[config.mk]
export PLATFORM = sky130hd
export DESIGN_NAME = fp_operand_loader
export DESIGN_NICKNAME = d
export VERILOG_FILES = /design/src/rtl/fp_operand_loader.sv
export SDC_FILE = /design/constraint.sdc
export NUM_CORES = 1
export LEC_CHECK = 0
export BUFFER_PORTS_ARGS = -buffer_cell sky130_fd_sc_hd__buf_2
export CORE_UTILIZATION = 40
export CTS_CLUSTER_SIZE = 30
export DETAILED_ROUTE_END_ITERATION = 7
export PLACE_DENSITY = 0.68
export SETUP_SLACK_MARGIN = 0.3
export SLEW_MARGIN = 20
export SYNTH_ARGS = -nofsm -noshare
export SYNTH_HDL_FRONTEND = slang
export SYNTH_SLANG_ARGS = --single-unit
[constraint.sdc]
create_clock -name clk -period 3.18 [get_ports clk]
set_input_delay 0.159 -clock clk [delete_from_list [all_inputs] [get_ports clk]]
set_output_delay 0.159 -clock clk [all_outputs]
set_load 0.01 [all_outputs]
[src/rtl/fp_operand_loader.sv]
// Operand assembly front end for the single-precision adder: builds A and B
// from narrow MSB-first entries, then captures the adder result once.
module fp_operand_loader #(
  parameter int DATA_W = 8,
  parameter int WORD_W = 32,
  localparam int N     = WORD_W / DATA_W,
  localparam int IDX_W = $clog2(N)
) (
  input  logic              clk,
  input  logic              rst,
  input  logic [DATA_W-1:0] data_in,
  input  logic              load,
  input  logic              clear,
  input  logic [WORD_W-1:0] dataR,
  output logic [WORD_W-1:0] dataA,
  output logic [WORD_W-1:0] dataB,
  output logic [WORD_W-1:0] result,
  output logic              result_valid,
  output logic [1:0]        stage,
  output logic [IDX_W-1:0]  entry_idx
);

  typedef enum logic [1:0] {
    LOAD_A = 2'd0,
    LOAD_B = 2'd1,
    EVAL   = 2'd2,
    DONE   = 2'd3
  } stateT;

  stateT state;

  localparam logic [IDX_W-1:0] LAST_IDX = IDX_W'(N - 1);

  // Entry k lands in the k-th slice counted from the MSB end.
  function automatic logic [WORD_W-1:0] insertEntry(
    input logic [WORD_W-1:0] word,
    input logic [IDX_W-1:0]  idx,
    input logic [DATA_W-1:0] value
  );
    logic [WORD_W-1:0] res;
    res = word;
    for (int k = 0; k < N; k++) begin
      if (idx == IDX_W'(k)) begin
        res[WORD_W-1-k*DATA_W -: DATA_W] = value;
      end
    end
    return res;
  endfunction

  always_ff @(posedge clk or posedge rst) begin
    if (rst) begin
      state        <= LOAD_A;
      entry_idx    <= '0;
      dataA        <= '0;
      dataB        <= '0;
      result       <= '0;
      result_valid <= 1'b0;
    end else if (clear) begin
      state        <= LOAD_A;
      entry_idx    <= '0;
      dataA        <= '0;
      dataB        <= '0;
      result       <= '0;
      result_valid <= 1'b0;
    end else begin
      case (state)
        LOAD_A: begin
          if (load) begin
            dataA <= insertEntry(dataA, entry_idx, data_in);
            if (entry_idx == LAST_IDX) begin
              entry_idx <= '0;
              state     <= LOAD_B;
            end else begin
              entry_idx <= entry_idx + IDX_W'(1);
            end
          end
        end
        LOAD_B: begin
          if (load) begin
            dataB <= insertEntry(dataB, entry_idx, data_in);
            if (entry_idx == LAST_IDX) begin
              entry_idx <= '0;
              state     <= EVAL;
            end else begin
              entry_idx <= entry_idx + IDX_W'(1);
            end
          end
        end
        EVAL: begin
          result       <= dataR;
          result_valid <= 1'b1;
          state        <= DONE;
        end
        DONE: begin
          // A load here starts a new operation and doubles as entry 0 of A.
          if (load) begin
            result_valid                <= 1'b0;
            state                       <= LOAD_A;
            dataA[WORD_W-1 -: DATA_W]   <= data_in;
            entry_idx                   <= IDX_W'(1);
          end
        end
        default: begin
          state     <= LOAD_A;
          entry_idx <= '0;
        end
      endcase
    end
  end

  assign stage = state;

endmodule

==> results.md <==
* DR vias/cell at 4.67
* CTS root buf: clkbuf_8
* Switching power at 0.883 mW
* Antenna diodes at 0
* Post-Syn Area at 4150 µm²
* Starting Density at 41.9%
* Comb pwr share at 20.7%
* Die height at 104 µm
* Final wirelength at 9380 µm
* Worst Tran Pin Value at 1.06 ns
* GR met2 Demand/Resource at 29.6%
* Setup Buffers After CTS at 0
* Final Net Count at 555
* Yosys reg bits at 101
* Hold Vio Cnt, Final at 0
* Cts bufs inserted at 9
* PnR Total Power at 3.08 mW
* Switching Share at 28.6%
* Residual overflow from global routing at 0
* IO Pins at 145
* Top-area cell type share of the netlist area at 60.9%
* Core Rows at 36
* Vias in the first global route at 2892
* Worst hold path class: in2reg
* Final setup fails at 0
* Synth cell types at 27
* Max Fclk at 498 MHz
* Synth Net Count at 416
* WS Path Type: reg2reg
* Fill cells at 907
* Drt initial violations at 144
* Chip width at 104 µm
* Port Buffer Count at 144
* Cell Int Power at 2.20 mW
* Yosys warns at 0
* Drt wl/cell at 14.7 µm
* Max rail drop VDD at 243 µV
* Total core area at 9910 µm²
* Worst-path clk slew at 0.09 ns
* Area Overhead vs Synth at 25.6%
* # clock sinks at 101
* CTS tree: yes
* Met3 global-route usage at 3.13%
* M1 GR Usage at 24.1%
* Most Crowded Layer GR: met2
* Critical Path RT at 3.37 ns
* DRT Pass-1 Iters at 4
* Syn_area_per_cell at 11.4 µm²
* Tmin final at 2.01 ns
* Die area at 10800 µm²
* P per Cell Area at 592 nW/µm²
* Period utilization at 63.2%
* Status: completed
* Most used flip-flop cell after synthesis: dfrtp_1
* DRT antenna net count at 0
* Sequential share of the synthesized area at 60.9%
* Slew Viols, Final at 0
* Reg area at 2530 µm²
* Final setup TNS at 0 ns
* CTS max path bufs at 2
* DRC Markers at 0
* Worst EP arrival at 2.20 ns
* Setup WS post-layout at 1.17 ns
* First-pass GRT wire length at 15200 µm
* RSZ-0062 raised after global routing: false
* Critical Path Source Type: register
* Clk pwr share at 31.6%
* Area contributors post-synth: dfrtp_1, mux2i_1, o21ai_0, nand2_1, nor2_1
* Via count at 2989
* Max Cap Violations at 0
* Worst-path fanout max at 16
* WHS at 0.0455 ns
* DP Wirelength at 6700 µm
* Reg power frac at 47.7%
* Worst-Skew Late Latency at 0.36 ns
* Clock skew at 0.0119 ns
* Crit. End Element: register
* Async set or reset register ratio after synthesis at 100%
* Gp weighted congestion at 0.785
* Slew Limit Headroom at 28.8%
* Multi-input logic area at 1500 µm²
* Dpl ws at 1.12 ns
* Count leader, synth: dfrtp_1
* Cell taking the most area after synthesis: dfrtp_1
* Initial antenna violation count at 0
* Synth Instances at 364
* Leak at 2.66 nW
* EDFF count, synth at 0
* CTS H-tree depth at 3
* Overall Global Routing Usage at 18.1%
* Share of cells above drive strength 1 at 34.7%
* Post-synth top cells: dfrtp_1, nand2_1, o21ai_0
* Largest net degree at the start of global routing at 64
==> area by class of cell <==
| cell class | count | share of cell area [%] |
|---|---|---|
| clock buffers | 10 | 2.64 |
| clock inverters | 5 | 2.06 |
| inverters | 6 | 0.480 |
| multi-input cells | 238 | 28.8 |
| flip-flops and latches | 101 | 48.5 |
| well taps | 133 | 3.19 |
| repair buffers | 147 | 14.4 |
==> cell families after synthesis <==
logic type / synth area share (%)
flops: 60.9
fa+ha+maj: 2.41
compound gates: 10.8
buf+inv: 3.35
simple gates: 12.0
mux: 10.5
==> final timing paths <==
| kind | startpoint | end | slack, ns | depth (start not counted) |
|---|---|---|---|---|
| worst max-delay path | stage[0] | dataA[15] | 1.17 | 4 |
| worst min-delay path | dataR[21] | result[21] | 0.05 | 3 |
| worst max register to register | stage[0] | dataA[15] | 1.17 | 4 |
| worst min register to register | dataB[3] | dataB[3] | 0.48 | 2 |
| max in group asynchronous | rst | result[13] | 1.93 | 4 |
| min in group asynchronous | rst | dataB[3] | 0.44 | 3 |
==> per-stage QoR <==
step / utilization (%) / cells / area, µm²
2_1_floorplan: - / 364 / 4150
4_1_cts: 52.4 / 640 / 5200
3_5_place_dp: 49.9 / 624 / 4940
5_1_grt: 52.6 / 640 / 5210
6_report: 52.6 / 640 / 5210
3_3_place_gp: 49.9 / 624 / 4940
==> power by group through the flow <==
stage          Clock [mW]  Sequential (mW)  Combinational [mW]
3_3_place_gp            0             1.49               0.631
2_1_floorplan           0             1.55               0.361
4_1_cts              1.00             1.47               0.646
5_1_grt              1.05             1.49               0.711
6_report            0.973             1.47               0.639
3_5_place_dp            0             1.50               0.643
==> worst max-delay path, stage by stage (launching register included) <==
cell,delay (ns)
dfrtp_1,0.42
inv_1,0.10
ha_1,0.32
a31oi_1,0.80
o21ai_0,0.21
==> timing repair <==
item	4_1_cts	5_1_grt
gates resized for setup	0	0
hold endpoints to repair	52	0
hold buffers	1	0
==> state kept, by name, indices dropped and copies added, names as in the netlist <==
signal        count
dataA            32
result_valid      1
dataB            32
entry_idx         2
stage             2
result           32
==> metal layers <==
metal | vias up | wire, µm
met5 | - | 0
met4 | 0 | 118
met3 | 8 | 364
met2 | 73 | 4640
met1 | 1412 | 4260
li1 | 1496 | -
==> layout by cell type, fill, tap and decap left out, types with 2 or more instances in the layout <==
master | synthesis | final
o21ai_0 | 56 | 56
nand2_1 | 58 | 58
dfrtp_1 | 101 | 101
bufinv_16 | 0 | 3
nor2_1 | 36 | 36
mux2i_1 | 41 | 41
nand2b_1 | 18 | 18
clkbuf_8 | 0 | 10
a31oi_4 | 4 | 4
a31oi_2 | 0 | 2
a21oi_1 | 2 | 2
buf_2 | 12 | 143
buf_4 | 4 | 3
inv_1 | 6 | 5
ha_1 | 8 | 7
Power figures use the tool's default switching activity.
